===== src/rtl/matrix_job_feeder_if.sv =====
// Bundle of the operand stream, result stream and 2x2 multiplier handshake
// seen by matrix_job_feeder; master is the feeder, slave is its environment.
interface matrix_job_feeder_if;
    logic [31:0] in_Data;
    logic        in_Valid;
    logic        in_Ready;

    logic [31:0] out_Data;
    logic        out_Valid;
    logic        out_Ready;

    logic [31:0] mul_A11, mul_A12, mul_A21, mul_A22;
    logic [31:0] mul_B11, mul_B12, mul_B21, mul_B22;
    logic        mul_Stable;
    logic        mul_AB_Ack;

    logic [31:0] mul_C11, mul_C12, mul_C21, mul_C22;
    logic        mul_C_Stable;
    logic        mul_C_Ack;

    modport master (
        input  in_Data, in_Valid, out_Ready,
        input  mul_AB_Ack, mul_C11, mul_C12, mul_C21, mul_C22, mul_C_Stable,
        output in_Ready, out_Data, out_Valid,
        output mul_A11, mul_A12, mul_A21, mul_A22,
        output mul_B11, mul_B12, mul_B21, mul_B22,
        output mul_Stable, mul_C_Ack
    );

    modport slave (
        output in_Data, in_Valid, out_Ready,
        output mul_AB_Ack, mul_C11, mul_C12, mul_C21, mul_C22, mul_C_Stable,
        input  in_Ready, out_Data, out_Valid,
        input  mul_A11, mul_A12, mul_A21, mul_A22,
        input  mul_B11, mul_B12, mul_B21, mul_B22,
        input  mul_Stable, mul_C_Ack
    );
endinterface


===== src/rtl/matrix_job_feeder.sv =====
// Collects eight operand words into a 2x2 multiplier job, runs the 4-phase
// operand/result handshakes with a timeout, then streams the four results out.
module matrix_job_feeder #(
    parameter int TIMEOUT_CYCLES = 4096
) (
    input  logic                input_Clk,
    input  logic                input_Reset,
    matrix_job_feeder_if.master bus,
    output logic                busy,
    output logic                err
);

    typedef enum logic [2:0] {
        S_LOAD,
        S_REQ,
        S_WAIT_RES,
        S_ACK,
        S_DRAIN,
        S_ERR
    } state_t;

    localparam logic [15:0] TO_LAST = 16'(TIMEOUT_CYCLES - 1);

    state_t      state;
    state_t      state_next;
    logic [2:0]  cnt;
    logic [15:0] to_cnt;
    logic [31:0] op_q  [8];
    logic [31:0] res_q [4];

    logic in_fire;
    logic out_fire;
    logic timed;
    logic timeout;

    assign in_fire  = (state == S_LOAD) && bus.in_Valid;
    assign out_fire = (state == S_DRAIN) && bus.out_Ready;
    assign timed    = (state == S_REQ) || (state == S_WAIT_RES) || (state == S_ACK);
    assign timeout  = (to_cnt == TO_LAST);

    // Operands stay on the multiplier pins from job launch until the next LOAD.
    assign bus.mul_A11 = op_q[0];
    assign bus.mul_A12 = op_q[1];
    assign bus.mul_A21 = op_q[2];
    assign bus.mul_A22 = op_q[3];
    assign bus.mul_B11 = op_q[4];
    assign bus.mul_B12 = op_q[5];
    assign bus.mul_B21 = op_q[6];
    assign bus.mul_B22 = op_q[7];

    // NOTE: every output and state_next gets a default before the case, so no
    // path through this block leaves a value unassigned and no latch is inferred.
    always_comb begin
        state_next    = state;
        bus.in_Ready  = 1'b0;
        bus.out_Valid = 1'b0;
        bus.out_Data  = '0;
        bus.mul_Stable = 1'b0;
        bus.mul_C_Ack = 1'b0;
        busy          = 1'b1;
        err           = 1'b0;

        case (state)
            S_LOAD: begin
                bus.in_Ready = 1'b1;
                busy         = (cnt != 3'd0);
                if (in_fire && cnt == 3'd7) begin
                    state_next = S_REQ;
                end
            end
            S_REQ: begin
                bus.mul_Stable = 1'b1;
                if (bus.mul_AB_Ack) begin
                    state_next = S_WAIT_RES;
                end else if (timeout) begin
                    state_next = S_ERR;
                end
            end
            S_WAIT_RES: begin
                if (bus.mul_C_Stable) begin
                    state_next = S_ACK;
                end else if (timeout) begin
                    state_next = S_ERR;
                end
            end
            S_ACK: begin
                bus.mul_C_Ack = 1'b1;
                if (!bus.mul_C_Stable) begin
                    state_next = S_DRAIN;
                end else if (timeout) begin
                    state_next = S_ERR;
                end
            end
            S_DRAIN: begin
                bus.out_Valid = 1'b1;
                bus.out_Data  = res_q[cnt[1:0]];
                if (out_fire && cnt[1:0] == 2'd3) begin
                    state_next = S_LOAD;
                end
            end
            S_ERR: begin
                err = 1'b1;
            end
            default: begin
                state_next = S_ERR;
            end
        endcase
    end

    // NOTE: state registers use non-blocking assignments so every flop samples
    // the pre-edge values, independent of statement order within the block.
    always_ff @(posedge input_Clk or negedge input_Reset) begin
        if (!input_Reset) begin
            state  <= S_LOAD;
            cnt    <= 3'd0;
            to_cnt <= 16'd0;
        end else begin
            state <= state_next;

            // The timeout budget restarts on every phase change.
            if (state_next != state) begin
                to_cnt <= 16'd0;
            end else if (timed) begin
                to_cnt <= to_cnt + 16'd1;
            end

            // One counter serves both the load index (wraps 7->0) and the drain index.
            if (in_fire) begin
                cnt <= cnt + 3'd1;
            end else if (out_fire) begin
                cnt <= (cnt[1:0] == 2'd3) ? 3'd0 : cnt + 3'd1;
            end
        end
    end

    // NOTE: these arrays are plain flops, not RAM, and are reset so that an
    // aborted job leaves nothing behind on the mul_* pins or out_Data.
    always_ff @(posedge input_Clk or negedge input_Reset) begin
        if (!input_Reset) begin
            for (int i = 0; i < 8; i++) begin
                op_q[i] <= '0;
            end
            for (int i = 0; i < 4; i++) begin
                res_q[i] <= '0;
            end
        end else begin
            if (in_fire) begin
                op_q[cnt] <= bus.in_Data;
            end
            if (state == S_WAIT_RES && bus.mul_C_Stable) begin
                res_q[0] <= bus.mul_C11;
                res_q[1] <= bus.mul_C12;
                res_q[2] <= bus.mul_C21;
                res_q[3] <= bus.mul_C22;
            end
        end
    end

endmodule


===== src/flat_wrapper.sv =====
// flat-port wrapper written by rule: the top's interface ports become plain ports
module matrix_job_feeder_flat 
#(
    parameter int TIMEOUT_CYCLES = 4096
)
  (input_Clk, input_Reset, busy, err, bus_in_Data, bus_in_Valid, bus_out_Ready, bus_mul_AB_Ack, bus_mul_C11, bus_mul_C12, bus_mul_C21, bus_mul_C22, bus_mul_C_Stable, bus_in_Ready, bus_out_Data, bus_out_Valid, bus_mul_A11, bus_mul_A12, bus_mul_A21, bus_mul_A22, bus_mul_B11, bus_mul_B12, bus_mul_B21, bus_mul_B22, bus_mul_Stable, bus_mul_C_Ack);
  matrix_job_feeder_if bus_i ();
  input  logic input_Clk;
  input  logic input_Reset;
  output logic busy;
  output logic err;
  input wire logic [$bits(bus_i.in_Data)-1:0] bus_in_Data;
  input wire logic [$bits(bus_i.in_Valid)-1:0] bus_in_Valid;
  input wire logic [$bits(bus_i.out_Ready)-1:0] bus_out_Ready;
  input wire logic [$bits(bus_i.mul_AB_Ack)-1:0] bus_mul_AB_Ack;
  input wire logic [$bits(bus_i.mul_C11)-1:0] bus_mul_C11;
  input wire logic [$bits(bus_i.mul_C12)-1:0] bus_mul_C12;
  input wire logic [$bits(bus_i.mul_C21)-1:0] bus_mul_C21;
  input wire logic [$bits(bus_i.mul_C22)-1:0] bus_mul_C22;
  input wire logic [$bits(bus_i.mul_C_Stable)-1:0] bus_mul_C_Stable;
  output wire logic [$bits(bus_i.in_Ready)-1:0] bus_in_Ready;
  output wire logic [$bits(bus_i.out_Data)-1:0] bus_out_Data;
  output wire logic [$bits(bus_i.out_Valid)-1:0] bus_out_Valid;
  output wire logic [$bits(bus_i.mul_A11)-1:0] bus_mul_A11;
  output wire logic [$bits(bus_i.mul_A12)-1:0] bus_mul_A12;
  output wire logic [$bits(bus_i.mul_A21)-1:0] bus_mul_A21;
  output wire logic [$bits(bus_i.mul_A22)-1:0] bus_mul_A22;
  output wire logic [$bits(bus_i.mul_B11)-1:0] bus_mul_B11;
  output wire logic [$bits(bus_i.mul_B12)-1:0] bus_mul_B12;
  output wire logic [$bits(bus_i.mul_B21)-1:0] bus_mul_B21;
  output wire logic [$bits(bus_i.mul_B22)-1:0] bus_mul_B22;
  output wire logic [$bits(bus_i.mul_Stable)-1:0] bus_mul_Stable;
  output wire logic [$bits(bus_i.mul_C_Ack)-1:0] bus_mul_C_Ack;
  assign bus_i.in_Data = bus_in_Data;
  assign bus_i.in_Valid = bus_in_Valid;
  assign bus_i.out_Ready = bus_out_Ready;
  assign bus_i.mul_AB_Ack = bus_mul_AB_Ack;
  assign bus_i.mul_C11 = bus_mul_C11;
  assign bus_i.mul_C12 = bus_mul_C12;
  assign bus_i.mul_C21 = bus_mul_C21;
  assign bus_i.mul_C22 = bus_mul_C22;
  assign bus_i.mul_C_Stable = bus_mul_C_Stable;
  assign bus_in_Ready = bus_i.in_Ready;
  assign bus_out_Data = bus_i.out_Data;
  assign bus_out_Valid = bus_i.out_Valid;
  assign bus_mul_A11 = bus_i.mul_A11;
  assign bus_mul_A12 = bus_i.mul_A12;
  assign bus_mul_A21 = bus_i.mul_A21;
  assign bus_mul_A22 = bus_i.mul_A22;
  assign bus_mul_B11 = bus_i.mul_B11;
  assign bus_mul_B12 = bus_i.mul_B12;
  assign bus_mul_B21 = bus_i.mul_B21;
  assign bus_mul_B22 = bus_i.mul_B22;
  assign bus_mul_Stable = bus_i.mul_Stable;
  assign bus_mul_C_Ack = bus_i.mul_C_Ack;
  matrix_job_feeder #(.TIMEOUT_CYCLES(TIMEOUT_CYCLES)) u_core (.input_Clk(input_Clk), .input_Reset(input_Reset), .bus(bus_i), .busy(busy), .err(err));
endmodule

===== config.mk =====
export PLATFORM = sky130hd
export DESIGN_NAME = matrix_job_feeder_flat
export DESIGN_NICKNAME = d
export VERILOG_FILES = /design/src/rtl/matrix_job_feeder_if.sv /design/src/rtl/matrix_job_feeder.sv /design/src/flat_wrapper.sv
export SDC_FILE = /design/constraint.sdc
export NUM_CORES = 1
export LEC_CHECK = 0
export BUFFER_PORTS_ARGS = -buffer_cell sky130_fd_sc_hd__buf_4
export CAP_MARGIN = 10
export CORE_MARGIN = 1.5
export CORE_UTILIZATION = 52
export DETAILED_ROUTE_END_ITERATION = 12
export PLACE_DENSITY = 0.83
export RECOVER_POWER = 25
export SYNTH_ARGS = -nofsm -noshare
export SYNTH_HDL_FRONTEND = slang
export SYNTH_SLANG_ARGS = --single-unit

===== constraint.sdc =====
create_clock -name input_Clk -period 2.9 [get_ports input_Clk]
set_clock_uncertainty 0.1 [all_clocks]
set_input_delay 0.58 -clock input_Clk [delete_from_list [all_inputs] [get_ports input_Clk]]
set_output_delay 0.58 -clock input_Clk [all_outputs]
set_load 0.03 [all_outputs]

# [After elaboration in Yosys (flattened, before gate mapping)]
# Index checks and enable logic that the tools add are counted.
[op_classes] n_bitwise=2 add_sub_neg=2 mux=25 n_eq_ne=9 reduce_logical=12 magnitude_cmp=3
[ops] operator="bitwise mux 256 bit" count=1
[ops] operator="2-to-1 mux 32 bit" count=4
[ops] operator="demux 32 bit (select 3 bit)" count=1
[ops] operator="binary-select mux 32 bit (select 2 bit)" count=1
[ops] operator="2-to-1 mux 16 bit" count=2
[ops] operator="2-to-1 mux 3 bit" count=9
[ops] operator="one-hot mux 3 bit (6 select lines)" count=1
[ops] operator="adder 16 x 1 -> 16 bit, second input constant" count=1
[ops] operator="== test 16 x 12 -> 1 bit, second input constant" count=1
[ops] operator="== test 3 bit, second input constant" count=3
[ops] operator="== test 3 x 2 -> 1 bit, second input constant" count=2
[ops] operator="logical AND 1 bit" count=6
[ops] operator="2-to-1 mux 1 bit" count=6
[ops] operator=">= comparator 4 bit, second input constant" count=1
[ops] operator="less-than comparator 4 x 1 -> 1 bit, second input constant" count=1
[ops] operator="inverter 3 -> 4 bit" count=1
[ops] operator="nonzero test 2 bit" count=2
[ops] operator="adder 3 x 1 -> 3 bit, second input constant" count=1
[ops] operator="== test 3 x 1 -> 1 bit, second input constant" count=1
[ops] operator=">= comparator 3 bit, second input constant" count=1
[ops] operator="logical NOT 3 bit" count=1
[ops] operator="!= test 3 bit" count=1
[ops] operator="inverter 2 -> 3 bit" count=1
[ops] operator="nonzero test 3 bit" count=1
[ops] operator="2 further kinds" count=3
[word_totals] reg_bits=406 output_inout_bits=294 inputBits=166 word_cells=68

# [Longest topological paths before layout]
# Gate-level depths: netlist of the first run.
[logic_depth] ltp_word=7 depth_mapped=8 mapped_depth_nobuf=7

# [Worst setup path before layout of the first run]
# OpenSTA, ideal clock, no wires.
[synth_timing] path_type="input to output" start="input port u_core.state[0]" end="output port bus_out_Data[22]" required_ps=2220 t_arrival_ps=1902 path_buffers=2 stages=5 path_slack_ps=318 path_cell_list="dfrtp_1 -> buf_4 -> nor3_1 -> clkbuf_1 -> and2_1"
[synth_between] elab_chain_cells=2
[synth_lines] item="start: declaration" line_no="matrix_job_feeder.sv:24" source="state_t state;"
[synth_lines] item="== test 3 bit" line_no="matrix_job_feeder.sv:63" source="case (state)"
[synth_lines] item="2-to-1 mux 32 bit" line_no="matrix_job_feeder.sv:63"
[synth_lines] item="end: declaration" line_no="flat_wrapper.sv:22" source="output wire logic [$bits(bus_i.out_Data)-1:0] bus_out_Data;"
# No other way between the ends.

# [Final worst setup path of the first run]
[layout_timing] start="input port u_core.cnt[0]" end="output port bus_out_Data[15]"
[layout_between] elab_chain_cells=5
[layout_lines] item="start: declaration" line_no="matrix_job_feeder.sv:26" source="logic [2:0] cnt;"
[layout_lines] item="inverter 2 -> 3 bit (not written as such)" line_no="matrix_job_feeder.sv:96" source="bus.out_Data = res_q[cnt[1:0]];"
[layout_lines] item="binary-select mux 32 bit (select 2 bit)" line_no="matrix_job_feeder.sv:96"
[layout_lines] item="2-to-1 mux 32 bit (not written as such) (2 in a row)" line_no="matrix_job_feeder.sv:96"
[layout_lines] item="2-to-1 mux 32 bit" line_no="matrix_job_feeder.sv:63"
# No other way between the ends. The select of a mux whose other input is x is not followed.

==> flow_summary.yaml, run 1 <==
worst_setup_path:
  worstPathMaxFanout: 18
  reg2reg_slack_ns: 0.39
  path_class: "reg2out"
  r2r_end: "u_core.bus.mul_B11[10]"
  cp-startpoint: "u_core.cnt[0]"
  start_kind: "register"
  crit_end: "bus_out_Data[15]"
  cp.required_ns: 2.22
  crit_arrival_ns: 2.11
  cp-end-kind: "output pin"
  r2r_cells: 6
  r2r-start: "u_core.state[0]"
sta:
  period_needed_ns: 2.79
  finalSetupViolations: 0
  tightest_slew_ns: 1.79
  hold_slack_ns: 0.183
  tns_ns: 0
  finalHoldViolCount: 0
  max_clock_freq_ghz: 0.358
  period_share: 0.962
  max_slew_margin: -0.191
  drv_slew: 68
  rsz0062_at_grt: "no"
  fin_ws_ns: 0.109
run_status:
  violations: "max-capacitance violations, max-slew violations"
  status: "complete, but fails checks"
finish:
  drive_gt1_frac: 0.621
  syn2layout_area_growth_pct: 32.7
  final_core_util: 0.700
  diodes: 0
  final_net_count: 1699
synthesis:
  syn_avg_cell_area_um2: 15.9
  syn-num-nets: 1215
  synth_top_area_frac: 0.612
  yosysWarnings: 0
  syn_inst: 1044
  synthesis.area_um2: 16600
  synth_flop_cell: "dfrtp_1"
  synth_cell_types: 46
  synth_area_leader_cell: "dfrtp_1"
  synth-async-reset-ratio: 1.00
  ys_top_cells_by_area: "dfrtp_1 (61%), mux2_2 (24%), mux4_2 (4.3%)"
  seq_area_frac_synth: 0.612
  synth_edf_count: 0
  ys_ff_latch: 406
global_routing:
  grt_usage: 0.263
  grt_pass1_vias: 11600
  grt_first_pass_wirelength_mm: 66.8
  antenna_found_initial: 0
  grt_max_degree: 80
  grt_overflow: 0
floorplan:
  dieArea_um2: 33000
  num_io_pins: 460
  core_um2: 31500
  die_w_um: 182
  core.rowCount: 65
  die_h_um: 182
  start_util: 0.527
detailed_routing:
  routed_wl_mm: 42.6
  first_iter_violations: 527
  ant_nets: 0
  dr.pass1.iters: 4
  wire_per_inst_um: 21.8
  drc: 0
  viasPerCell: 5.46
  vias: 10700
clock_network:
  clk_pin_slew_ns: 0.06
  cts_tree: "done"
  clock_sinks: 406
  h-tree-depth: 2
  postCtsSetupBuffers: 0
  clock_path_buffers: 3
  clock_latency_ns: 0.53
  cts-root-buf: "clkbuf_16"
  cts_made_buffers: 42
placed_design:
  dp_hpwl_mm: 30.3
  port_buffers: 459
  place_ws_ns: 0.405
  routabilityCongestion: 0.825
job:
  maxCapViolCount: 1
power:
  p_leak_nw: 10.4
  p_per_area_nw_per_um2: 1260
  peakVddDrop_uv: 645
hold_path:
  min_path_type: "in2reg"
[layer usage]
metal | track usage | vias up | share of wire
met5 | 0 | - | 0
met4 | 0.125 | 0 | 0.052
met1 | 0.312 | 5443 | 0.38
met3 | 0.0756 | 111 | 0.075
li1 | - | 4745 | -
met2 | 0.441 | 398 | 0.49
[through the flow]
step	cell area (µm²)	power, mW	cells
finish	22000	27.7	1958
global route	22000	29.0	1958
CTS	22000	27.9	1958
detailed placement	20700	22.7	1885
global placement	20700	22.2	1885
floorplan	16600	17.8	1044
[Yosys cell counts, types with 2 or more instances]
| cell type | number |
|---|---|
| nand3_1 | 7 |
| buf_6 | 3 |
| mux2_1 | 25 |
| o21ai_0 | 4 |
| mux2i_1 | 2 |
| nand4_1 | 8 |
| nor3b_1 | 2 |
| xnor2_1 | 10 |
| clkbuf_1 | 13 |
| nand2_1 | 14 |
| ha_1 | 5 |
| inv_1 | 6 |
| nor3_4 | 3 |
| nand3b_1 | 3 |
| mux4_2 | 32 |
| xor2_1 | 5 |
| o31ai_1 | 2 |
| buf_2 | 35 |
| a21oi_1 | 6 |
| buf_4 | 6 |
| dfrtp_1 | 406 |
| nor2_1 | 9 |
| mux2_2 | 360 |
| nor3_1 | 24 |
| and2_1 | 33 |
[layout by cell type, fill, tap and decap left out, drive strengths merged, types with 2 or more instances in the layout]
| cell | Yosys | layout |
|---|---|---|
| a21oi | 6 | 6 |
| and2 | 33 | 33 |
| buf | 44 | 489 |
| clkbuf | 13 | 68 |
| clkinv | 0 | 8 |
| dfrtp | 406 | 406 |
| ha | 5 | 5 |
| inv | 6 | 8 |
| mux2 | 385 | 385 |
| mux2i | 2 | 2 |
| mux4 | 32 | 32 |
| nand2 | 15 | 15 |
| nand3 | 7 | 7 |
| nand3b | 3 | 3 |
| nand4 | 8 | 8 |
| nor2 | 10 | 10 |
| nor3 | 27 | 27 |
| nor3b | 3 | 3 |
| o21ai | 4 | 4 |
| o31ai | 2 | 2 |
| or4 | 2 | 2 |
| xnor2 | 10 | 10 |
| xor2 | 5 | 5 |
[state kept, by name, summed over array words and instances, names as in the netlist]
signal and flops:
u_core.bus.mul_A11 32, u_core.bus.mul_A12 32, u_core.bus.mul_A21 32, u_core.bus.mul_A22 32, u_core.bus.mul_B11 32, u_core.bus.mul_B12 32, u_core.bus.mul_B21 32, u_core.bus.mul_B22 32
u_core.cnt 3, u_core.res_q 128, u_core.state 3, u_core.to_cnt 16
[what timing repair did]
action                     in CTS  in global routing
hold endpoints to repair       58                  0
pin swaps                       0                  0
gates resized for setup         1                  1
hold buffers                    1                  0
setup endpoints to repair      11                 32
[cell type report]
| cell class | instances | area (µm²) |
|---|---|---|
| multi-input cells | 575 | 6130 |
| well taps | 402 | 503 |
| clock inverters | 11 | 103 |
| repair buffers | 497 | 3880 |
| inverters | 6 | 22.5 |
| clock buffers | 61 | 1220 |
| flip-flops and latches | 406 | 10200 |
| fillers | 2052 | 9450 |
[critical path: stages, from the launching register on]
cell and delay [ns]:
dfrtp_2 0.40, buf_6 0.28, mux4_2 0.53, and2_1 0.19
buf_4 0.17
[worst min-delay path by stage]
| stage | from | to | cells after the start |
|---|---|---|---|
| after floorplan | input_Reset | u_core.bus.mul_A11[0] | 0 |
| after global placement | u_core.bus.mul_B11[12] | u_core.bus.mul_B11[12] | 1 |
| after detailed placement | u_core.bus.mul_B21[19] | u_core.bus.mul_B21[19] | 1 |
| after CTS | bus_mul_C11[2] | u_core.res_q[98] | 2 |
| after global routing | bus_mul_C12[10] | u_core.res_q[74] | 2 |
| final | bus_mul_C11[2] | u_core.res_q[98] | 2 |
[kinds of logic after synthesis]
logic type      share of synthesized area
compound gates                    0.00784
flops                               0.612
mux                                 0.306
xor+xnor                          0.00792
buf+inv                            0.0196
fa+ha+maj                         0.00445
simple gates                       0.0419
[power breakdown]
group | switching [mW] | internal, mW
logic | 6.82 | 5.76
clock network | 2.14 | 3.01
registers | 1.58 | 8.39
Note: power is estimated with default switching activity, not from simulation.
==> run 2, diff against run 1 <==
Settings changed: CELL_PAD_IN_SITES_DETAIL_PLACEMENT set to 1, CELL_PAD_IN_SITES_GLOBAL_PLACEMENT set to 2, CORE_UTILIZATION 52 to 36, PLACE_DENSITY 0.83 to 0.84.
==> run 2 against run 1 <==
Net effect: the flow now finishes without violations; critical path depth did not move; cell area rose by 2.0%; cell count rose by 11%; clock power rose by 12%; die area rose by 44%; sequential share of layout area fell by 0.90 points; global-route usage fell by 5.6 points; utilization fell by 20 points; via count rose by 1.1%; setup slack got worse by 0.00092 ns; worst hold slack got worse by 0.038 ns; critical endpoint is now bus_out_Data[5]; highest routed layer unchanged.
==> flow_summary.yaml, run 2 (same netlist as run 1, synthesis figures left out) <==
sta:
  fin_ws_ns: 0.109
  tightest_slew_ns: 1.43
  max_slew_margin: 0.0460
  hold_slack_ns: 0.145
  rsz0062_at_grt: "no"
  finalSetupViolations: 0
  period_share: 0.963
  finalHoldViolCount: 0
  tns_ns: 0
  max_clock_freq_ghz: 0.358
  drv_slew: 0
  period_needed_ns: 2.79
global_routing:
  antenna_found_initial: 4
  grt_pass1_vias: 12000
  grt_max_degree: 83
  grt_first_pass_wirelength_mm: 74.5
  grt_overflow: 0
  grt_usage: 0.207
worst_setup_path:
  cp_cell_sequence: "buf_12 -> mux4_2 -> and2_1 -> buf_4"
  crit_arrival_ns: 2.11
  max_stage_delay_ns: 0.53
  start_kind: "register"
  cp.required_ns: 2.22
  path_class: "reg2out"
  worstPathMaxFanout: 29
  critPathBufInv: 2
  critical-path-top-delay-family: "multiplexers"
  cp.depth: 4
  cp-end-kind: "output pin"
  r2r_cells: 8
  cp_slowest_cell: "mux4_2"
detailed_routing:
  wire_per_inst_um: 22.4
  vias: 10800
  first_iter_violations: 480
  dr.pass1.iters: 4
  drc: 0
  ant_nets: 0
  viasPerCell: 4.99
  routed_wl_mm: 48.6
clock_network:
  cts-root-buf: "clkbuf_16"
  cts_made_buffers: 46
  clock_latency_ns: 0.56
  clock_path_buffers: 3
  clk_pin_slew_ns: 0.06
  clock_sinks: 406
  cts_tree: "done"
  h-tree-depth: 2
placed_design:
  port_buffers: 459
  routabilityCongestion: 0.808
  dp_hpwl_mm: 33.8
  place_ws_ns: 0.428
floorplan:
  core.rowCount: 78
  die_h_um: 218
  core_um2: 45400
  die_w_um: 218
  start_util: 0.366
  dieArea_um2: 47400
  num_io_pins: 460
power:
  p_sw_mw: 10.8
  p_per_area_nw_per_um2: 1270
  pwr-share-comb: 0.448
  clkPwrFrac: 0.203
  p_total_mw: 28.4
  p_int_mw: 17.6
  peakVddDrop_uv: 657
  p_sw_frac: 0.381
  p_leak_nw: 10.4
  p_seq_frac: 0.349
finish:
  mostFrequentLayoutCells: "buf_4 (460), dfrtp_1 (403), mux2_2 (360)"
  ff_latch_area_um2: 10200
  largest_register_ffs: 128
  final_net_count: 1700
  drive_gt1_frac: 0.618
  layout_commonest_cell: "buf_4"
  largest_register: "u_core.res_q"
  syn2layout_area_growth_pct: 35.4
  multi_input_area_um2: 6130
  fillCellCount: 4557
run_status:
  status: "finished, final reports clean"
job:
  maxCapViolCount: 0
hold_path:
  hold_depth: 2
  min_path_type: "in2reg"
-- run 2: cell types whose count changed in the layout (fill, tap and decap cells not counted), sizes merged --
cell and delta:
diode +4, clkinvlp +2, buf -6, bufinv +1, clkinv +3, clkbuf +8
-- run 2: metal layers --
| layer | global-route usage | wire [µm] |
|---|---|---|
| met5 | 0 | 0 |
| met4 | 0.0813 | 1690 |
| met2 | 0.354 | 24700 |
| met1 | 0.246 | 18600 |
| met3 | 0.0579 | 3570 |
-- run 2: per-stage QoR --
stage,instances,instance area (µm²),util
finish,2168,22500,0.495
global route,2168,22500,0.495
CTS,2164,22500,0.496
detailed placement,2079,21000,0.462
global placement,2079,21000,0.462
floorplan,1044,16600,-
-- run 2: power by group through the flow --
stage	clock network [mW]	registers, mW	logic (mW)
after floorplan	0	13.1	4.70
after global placement	0	9.88	12.6
after detailed placement	0	10.0	12.8
after CTS	5.93	9.94	12.9
after global routing	6.17	10.3	13.5
final	5.77	9.92	12.8
-- run 2: layout make-up --
cell class,count,share of cell area
Antenna cell,4,0.000446
Inverter,6,0.00100
Tap cell,600,0.0334
Clock buffer,66,0.0604
Timing Repair Buffer,494,0.172
Multi-Input combinational cell,575,0.273
Sequential cell,406,0.453
Clock inverter,17,0.00691
-- run 2: worst paths after layout --
path / start / to / slack [ns]
max in group asynchronous: input_Reset / u_core.bus.mul_A12[5] / 0.41
max: u_core.cnt[0] / bus_out_Data[5] / 0.11
max reg2reg: u_core.cnt[0] / u_core.to_cnt[5] / 0.42
min: bus_mul_C22[23] / u_core.res_q[23] / 0.15
min in group asynchronous: input_Reset / u_core.res_q[45] / 0.46
min reg2reg: u_core.bus.mul_B11[26] / u_core.bus.mul_B11[26] / 0.39
-- run 2: timing repair --
| action | 4_1_cts | 5_1_grt |
|---|---|---|
| cloned | 0 | 0 |
| setup buffers | 1 | 0 |
| hold buffers | 1 | 0 |
| setup endpoints to repair | 32 | 8 |
| endpoints found under the hold margin | 56 | 0 |
| gates resized for setup | 2 | 8 |
